### src/rtl/ps2_pkg.sv
// Shared types and constants for the PS/2 receive path.
// Frame layout: start(0), eight data bits LSB first, odd parity, stop(1).
package ps2_pkg;

  typedef enum logic [1:0] {
    IDLE,
    DATA,
    PARITY,
    STOP
  } state_t;

  localparam int FRAME_DATA_BITS        = 8;
  localparam int DEFAULT_FILTER_LEN     = 8;
  localparam int DEFAULT_TIMEOUT_CYCLES = 100000;

  // A frame is good when data plus parity hold an odd number of ones and stop is high.
  function automatic logic frame_ok(input logic [FRAME_DATA_BITS-1:0] data,
                                    input logic parity,
                                    input logic stop);
    return (^{data, parity}) & stop;
  endfunction

endpackage

### src/rtl/ps2_line_filter.sv
// Two-flop synchroniser plus run-length glitch filter for one PS/2 line.
// Emits the filtered level and a one-cycle pulse on each filtered 1->0 transition.
module ps2_line_filter
  import ps2_pkg::*;
#(
  parameter int FILTER_LEN = DEFAULT_FILTER_LEN
) (
  input  logic clk,
  input  logic rst,
  input  logic line,
  output logic level,
  output logic fall
);

  localparam logic [7:0] LAST = 8'(FILTER_LEN - 1);

  logic [1:0] sync;
  logic [7:0] cnt;

  // NOTE: sequential state uses non-blocking assignments so every flop samples
  // pre-edge values; blocking here would collapse the synchroniser into one stage.
  // The synchroniser and level reset to 1 so an idle-high line produces no edge
  // when reset is released.
  always_ff @(posedge clk or posedge rst) begin
    if (rst) begin
      sync  <= 2'b11;
      level <= 1'b1;
      cnt   <= '0;
      fall  <= 1'b0;
    end else begin
      sync <= {sync[0], line};
      fall <= 1'b0;
      if (sync[1] == level) begin
        cnt <= '0;
      end else if (cnt == LAST) begin
        level <= sync[1];
        cnt   <= '0;
        fall  <= level;
      end else begin
        cnt <= cnt + 8'd1;
      end
    end
  end

endmodule

### src/rtl/ps2_receiver.sv
// PS/2 device-to-host receiver: filters the PS/2 clock, decodes 11-bit frames
// and presents each good byte with a one-cycle strobe for the keyboard matrix.
module ps2_receiver
  import ps2_pkg::*;
#(
  parameter int FILTER_LEN     = DEFAULT_FILTER_LEN,
  parameter int TIMEOUT_CYCLES = DEFAULT_TIMEOUT_CYCLES
) (
  input  logic       CLOCK_50,
  input  logic       reset,
  input  logic       ps2_clk,
  input  logic       ps2_dat,
  output logic [7:0] ps2_data,
  output logic       ps2_data_clk,
  output logic       ps2_err,
  output logic       busy
);

  localparam int TO_W  = $clog2(TIMEOUT_CYCLES + 1);
  localparam int CNT_W = $clog2(FRAME_DATA_BITS);
  localparam logic [TO_W-1:0]  TO_LAST  = TO_W'(TIMEOUT_CYCLES - 1);
  localparam logic [CNT_W-1:0] BIT_LAST = CNT_W'(FRAME_DATA_BITS - 1);

  logic                       clk_level;
  logic                       clk_fall;
  logic                       sample;
  logic [1:0]                 dat_sync;
  logic                       dat;
  state_t                     state;
  logic [CNT_W-1:0]           bit_cnt;
  logic [FRAME_DATA_BITS-1:0] shift;
  logic                       par;
  logic [TO_W-1:0]            to_cnt;

  ps2_line_filter #(
    .FILTER_LEN (FILTER_LEN)
  ) u_clk_filter (
    .clk   (CLOCK_50),
    .rst   (reset),
    .line  (ps2_clk),
    .level (clk_level),
    .fall  (clk_fall)
  );

  // The fall pulse always coincides with the freshly lowered filtered level.
  assign sample = clk_fall & ~clk_level;
  assign dat    = dat_sync[1];

  always_ff @(posedge CLOCK_50 or posedge reset) begin
    if (reset) begin
      dat_sync <= 2'b11;
    end else begin
      dat_sync <= {dat_sync[0], ps2_dat};
    end
  end

  // NOTE: both strobes get a default of 0 at the top of the clocked block, so
  // each branch only states when a pulse fires and none can stick high.
  always_ff @(posedge CLOCK_50 or posedge reset) begin
    if (reset) begin
      state        <= IDLE;
      bit_cnt      <= '0;
      shift        <= '0;
      par          <= 1'b0;
      to_cnt       <= '0;
      ps2_data     <= 8'h00;
      ps2_data_clk <= 1'b0;
      ps2_err      <= 1'b0;
      busy         <= 1'b0;
    end else begin
      ps2_data_clk <= 1'b0;
      ps2_err      <= 1'b0;
      if (sample) begin
        to_cnt <= '0;
        case (state)
          IDLE: begin
            if (!dat) begin
              state   <= DATA;
              busy    <= 1'b1;
              bit_cnt <= '0;
            end
          end
          DATA: begin
            shift[bit_cnt] <= dat;
            if (bit_cnt == BIT_LAST) begin
              state <= PARITY;
            end else begin
              bit_cnt <= bit_cnt + 1'b1;
            end
          end
          PARITY: begin
            par   <= dat;
            state <= STOP;
          end
          STOP: begin
            state <= IDLE;
            busy  <= 1'b0;
            if (frame_ok(shift, par, dat)) begin
              ps2_data     <= shift;
              ps2_data_clk <= 1'b1;
            end else begin
              ps2_err <= 1'b1;
            end
          end
          default: begin
            state <= IDLE;
            busy  <= 1'b0;
          end
        endcase
      end else if (state == IDLE) begin
        to_cnt <= '0;
      end else if (to_cnt == TO_LAST) begin
        // Device went quiet mid-frame: drop the partial frame and flag it.
        to_cnt  <= '0;
        state   <= IDLE;
        busy    <= 1'b0;
        ps2_err <= 1'b1;
      end else begin
        to_cnt <= to_cnt + 1'b1;
      end
    end
  end

endmodule
### config.mk
export PLATFORM = sky130hd
export DESIGN_NAME = ps2_receiver
export DESIGN_NICKNAME = d
export VERILOG_FILES = /design/src/rtl/ps2_pkg.sv /design/src/rtl/ps2_line_filter.sv /design/src/rtl/ps2_receiver.sv
export SDC_FILE = /design/constraint.sdc
export NUM_CORES = 1
export LEC_CHECK = 0
export BUFFER_PORTS_ARGS = -buffer_cell sky130_fd_sc_hd__buf_4
export CAP_MARGIN = 5
export CORE_UTILIZATION = 25
export CTS_BUF_LIST = sky130_fd_sc_hd__clkbuf_16
export DETAILED_ROUTE_END_ITERATION = 10
export SLEW_MARGIN = 20
export SYNTH_ARGS = -nofsm -noshare
export SYNTH_HDL_FRONTEND = slang
export SYNTH_HIERARCHICAL = 1
export SYNTH_SLANG_ARGS = --single-unit
export TNS_END_PERCENT = 100
### constraint.sdc
create_clock -name CLOCK_50 -period 2.03 [get_ports CLOCK_50]
set_input_delay 0.203 -clock CLOCK_50 [delete_from_list [all_inputs] [get_ports CLOCK_50]]
set_output_delay 0.203 -clock CLOCK_50 [all_outputs]
set_load 0.02 [all_outputs]
== Word level (Yosys, flattened, before mapping) ==
Index checks and enable logic that the tools add are counted.
Widths: inputs -> output; s select.

* Register bits: 56
* Latch bits: 0
* Bits in writable memories: 0
* ROM bits: 0
* Input port bits: 4
* Output and inout bits: 11
* Logic and storage cells: 79
* Memories: 0

* Add/subtract/negate cells: 3
* Multipliers: 0
* Div/mod/pow operators: 0
* Order comparisons: 2
* Eq/ne operators: 12
* Shift operators: 0
* Multiplexer cells: 32
* Bitwise logic cells: 4
* Reduce and logical (&&, ||, !) cells: 12

{| class="wikitable"
|+ Operators by type and width
! kind !! count
|-
| $mux 17 || 3
|-
| $add 17x1->17 const B || 1
|-
| $eq 17x17->1 const B || 1
|-
| $mux 8 || 2
|-
| $mux 1 || 15
|-
| $reduce_and 4->1 || 3
|-
| $mux 2 || 5
|-
| $reduce_xor 9->1 || 1
|-
| $add 8x1->8 const B || 1
|-
| $bwmux 8 || 1
|-
| $eq 8x3->1 const B || 1
|-
| $pmux 2 s4 || 1
|-
| $mux 3 || 2
|-
| $ne 2x2->1 const B || 3
|-
| $pmux 3 s2 || 1
|-
| $reduce_and 2->1 || 3
|-
| $eq 2x2->1 const B || 2
|-
| $lt 3x4->1 const B || 1
|-
| $reduce_bool 2->1 || 2
|-
| $add 3x1->3 const B || 1
|-
| $demux 1 s3 || 1
|-
| $eq 3x3->1 const B || 1
|-
| $ge 3x1->1 const B || 1
|-
| $ne 3x1->1 const B || 1
|-
| other kinds (9) || 11
|}

== Depth between registers and ports, before layout ==
* Depth in word-level cells: 5
* Depth in mapped cells: 7
* Mapped depth without buffers: 6

== Modules after synthesis ==
Netlist, hierarchy kept.

{| class="wikitable"
|+ Modules (own cells, without submodules)
! module !! times used !! cells each !! area each (um^2) !! seq. area each (um^2)
|-
| ps2_receiver || 1 || 197 || 2,122.0 || 1,103.6
|-
| ps2_line_filter || 1 || 46 || 539.3 || 304.0
|}

== Worst setup path after synthesis ==
OpenSTA, ideal clock, no wires.

* Path type: reg-to-reg
* From: reg shift[5]
* To: reg ps2_data[0]
* Library setup time: 0.125 ns
* Arrival time: 1.663 ns
* Required time: 1.905 ns
* Setup slack: 0.243 ns
* Stages on the path, launching flop included: 6
* Path buffers: 0
* Clock period less this slack: 1.787 ns
* Cell sequence: dfrtp_1 -> xnor2_1 -> xnor3_1 -> xnor2_2 -> nand4_4 -> mux2_2

* Longest elaborated chain between the ends: 3

{| class="wikitable"
|+ RTL lines
! element !! line !! RTL
|-
| from (decl) || ps2_receiver.sv:31 || <nowiki>logic [FRAME_DATA_BITS-1:0] shift;</nowiki>
|-
| from (signal, indexed assignment) || ps2_receiver.sv:84 || <nowiki>shift[bit_cnt] <= dat;</nowiki>
|-
| $reduce_xor 9->1 || ps2_pkg.sv:20 || <nowiki>return (^{data, parity}) & stop;</nowiki>
|-
| $and 1x1->1 || ps2_pkg.sv:20 ||
|-
| $reduce_and 3->1 (no source line) || -- ||
|-
| to (signal assigned) || ps2_receiver.sv:99 || <nowiki>ps2_data <= shift;</nowiki>
|-
| to (decl) || ps2_receiver.sv:13 || <nowiki>output logic [7:0] ps2_data,</nowiki>
|}

Every way passes these cells.
A chain may end at the register's enable or synchronous reset.

== Final worst setup path ==
* From: reg shift[5]
* To: reg ps2_data[6]

Same word-level chain as after synthesis.

==> metrics.yaml <==
drt:
  drtIter0Drc: 78
  wl_met2_um: 2093
  final_antenna_net_count: 0
  drt_wl_total_um: 4554
  dr.pass1.iters: 4
  vias: 1762
  highest_layer: "met4"
  met1Wirelength_um: 2231
  drc: 0
  via_per_inst: 4.372
  wl_per_cell_um: 11.30
  wl_met3_um: 146
worst_hold_path:
  worst_hold_path.num_cells: 1
  hp-start: "ps2_clk"
  min_path_type: "in2reg"
  hold_end: "u_clk_filter/sync[0]"
sta:
  slew_headroom_pct: 51.36
  layout_min_cycle_time_ns: 1.918
  timing.final.ws_setup_ns: 0.1122
  rsz0062_at_grt: "no"
  setup_violations: 0
  tightest_slew_ns: 0.7251
  fin_tns_setup_ns: 0
  max_freq_mhz: 521.4
  whs_ns: 0.01809
  finalClockSkew_ns: 0.01068
  period_share_pct: 94.47
  maxSlewViolCount: 0
  finalHoldViolations: 0
floorplanning:
  fp.dieW_um: 105.2
  rows: 37
  pin_count: 15
  initial_utilization_pct: 25.78
  core_sq_um: 10320
  dieArea_sq_um: 11060
  die_h_um: 105.2
synthesis:
  seq_area_frac_synth_pct: 52.89
  mappedNetlistNets: 256
  yosys-top-cells-area: "dfrtp_1 (48%), mux2_2 (6.3%), dfstp_2 (4.9%), xor2_1 (4.3%), ha_1 (4.2%)"
  synth_edf_count: 0
  ys_async_sr_fraction_pct: 100.0
  synth_top_area_cell: "dfrtp_1"
  synth.most_common_cell: "dfrtp_1"
  synthTopCellsByCount: "dfrtp_1 (51), nor2_1 (26), nand2_1 (23)"
  syn_inst: 243
  synth_largest_type_area_fraction_pct: 47.95
  yosysWarningCount: 6
  ys.flop_type: "dfrtp_1"
  synth_area_sq_um: 2661
  yosysUniqueCellTypes: 38
  ys_seq_elements: 56
  syn-mean-instance-area_sq_um: 10.95
pwr:
  swShare_pct: 24.23
  fin_total_pwr_mw: 2.251
  power_frac_seq_pct: 53.8
  p_int_mw: 1.705
  p_switching_mw: 0.5454
  powerDensity_nw_per_um2: 715.3
  clock_power_share_pct: 38.8
  p_comb_share_pct: 7.3
  peakVddDrop_uv: 346.7
  p_leak_nw: 1.380
setup_path:
  reg2reg_depth: 5
  arrival_ns: 2.10
  r2r_slack_ns: 0.11
  endpoint_kind: "register"
  crit_required_ns: 2.21
  rr_startpoint: "shift[5]"
  path_class: "reg2reg"
  worstPathMaxFanout: 9
  critPathLaunchType: "register"
  r2r-end: "ps2_data[6]"
cells_and_area:
  multi_input_area_sq_um: 1194
  drive_above_1_share_pct: 22.85
  diodes: 0
  nNetsFinal: 279
  seq_area_sq_um: 1408
  nFillCells: 1041
  layout-area-overhead-vs-synth_pct: 18.24
  fin_cells: 403
placement:
  post-place-ws_ns: 0.06506
  gp_congestion: 0.7445
  io_buffers: 14
  dp.cells: 393
  dpl.hpwl_um: 3285
clocking:
  clk_pin_slew_ns: 0.08
  cts_tree: "built"
  cts.sinks: 56
  insertion_delay_ns: 0.30
  clockBufferDepth: 2
  h-tree-depth: 2
  numCtsBuffers: 5
  ctsRootBufferMaster: "clkbuf_16"
global_route:
  grt_max_degree: 28
  track_usage_pct: 9.376
  grt-ovfl-total: 0
  grt_pass1_wl_um: 8266
  grt_pass1_vias: 1710
  antenna_found_initial: 0
outcome:
  outcome: "finished, final reports clean"
job:
  drv_cap: 0
area by class of cell:
class,count,area share (%)
clock inverters,3,0.7952
inverters,12,1.431
clock buffers,5,3.976
flip-flops and latches,56,44.73
well taps,136,5.408
multi-input cells,169,37.93
repair buffers,22,5.726
worst max path at each step:
| stage | cells past startpoint | start | slack, ns | endpoint |
|---|---|---|---|---|
| after floorplan | 5 | shift[5] | 0.24 | ps2_data[0] |
| after global placement | 5 | shift[5] | 0.14 | ps2_data[6] |
| after detailed placement | 5 | shift[1] | 0.07 | ps2_data[6] |
| after CTS | 5 | shift[1] | 0.04 | ps2_data[6] |
| after global routing | 6 | state[1] | 0.004 | state[0] |
| final | 5 | shift[5] | 0.11 | ps2_data[6] |
kinds of logic after synthesis:
logic type	after synthesis	share of synthesized area (%)
adder cells (fa/ha/maj)	9	4.231
AO/OA/AOI/OAI	24	5.642
multiplexers	16	6.911
flip-flops	56	52.89
buffers and inverters	18	2.633
AND/OR/NAND/NOR	94	18.34
XOR/XNOR	26	9.356
flip-flops by register name, indices dropped and copies added (netlist names), 2 cells and up:
name               flops
to_cnt                17
dat_sync               2
ps2_data               8
bit_cnt                3
state                  2
u_clk_filter/cnt       8
u_clk_filter/sync      2
shift                  8
critical path, cell delays in order, from the launching register on:
cell     delay [ns]
dfrtp_1        0.41
xnor2_1        0.16
xnor3_1        0.44
xnor2_2        0.23
nand4_4        0.23
mux2_2         0.34
metrics by stage:
stage	cell area, sq um	util [%]
2_1_floorplan	2661	-
3_3_place_gp	2969	28.76
3_5_place_dp	2969	28.76
4_1_cts	3129	30.31
5_1_grt	3147	30.48
6_report	3147	30.48
metal layers:
metal  GRT usage [%]  vias up
met1           12.65      863
met4           3.924        0
met3           2.371        6
li1                -      869
met5               0        -
met2           14.24       24
power by group through the flow:
| stage | Sequential [mW] | Clock (mW) | Combinational (mW) |
|---|---|---|---|
| 5_1_grt | 1.22 | 0.953 | 0.189 |
| 6_report | 1.21 | 0.874 | 0.165 |
| 3_3_place_gp | 1.23 | 0 | 0.164 |
| 3_5_place_dp | 1.23 | 0 | 0.169 |
| 2_1_floorplan | 1.22 | 0 | 0.134 |
| 4_1_cts | 1.21 | 0.908 | 0.171 |
cells in the final DEF (no fill, tap or decap), types with 2 or more instances in the layout:
cell type / synthesis / final
dfrtp_1: 51 / 51
dfstp_2: 5 / 5
mux2_2: 15 / 15
a21oi_1: 5 / 5
nand3_1: 14 / 14
o31ai_1: 3 / 3
buf_4: 0 / 20
ha_1: 9 / 8
o21ai_0: 9 / 9
xor2_1: 13 / 13
nand4_1: 3 / 3
inv_6: 0 / 2
xnor2_2: 1 / 2
nor3b_1: 3 / 3
inv_1: 12 / 11
and3_1: 2 / 2
or3_1: 3 / 3
a31o_2: 2 / 2
nor2_1: 26 / 26
nand2_1: 23 / 23
a21boi_0: 2 / 2
nor3_1: 9 / 9
clkbuf_16: 0 / 5
nand3b_1: 2 / 2
xnor2_1: 11 / 10
what timing repair did:
| item | in CTS | in global routing |
|---|---|---|
| endpoints found under the hold margin | 24 | 0 |
| hold buffers | 1 | 0 |
| endpoints found under the setup margin | 0 | 10 |
| buffers inserted | 0 | 1 |
| resized for setup | 0 | 2 |
No activity file was read; power rests on OpenSTA's default activity.
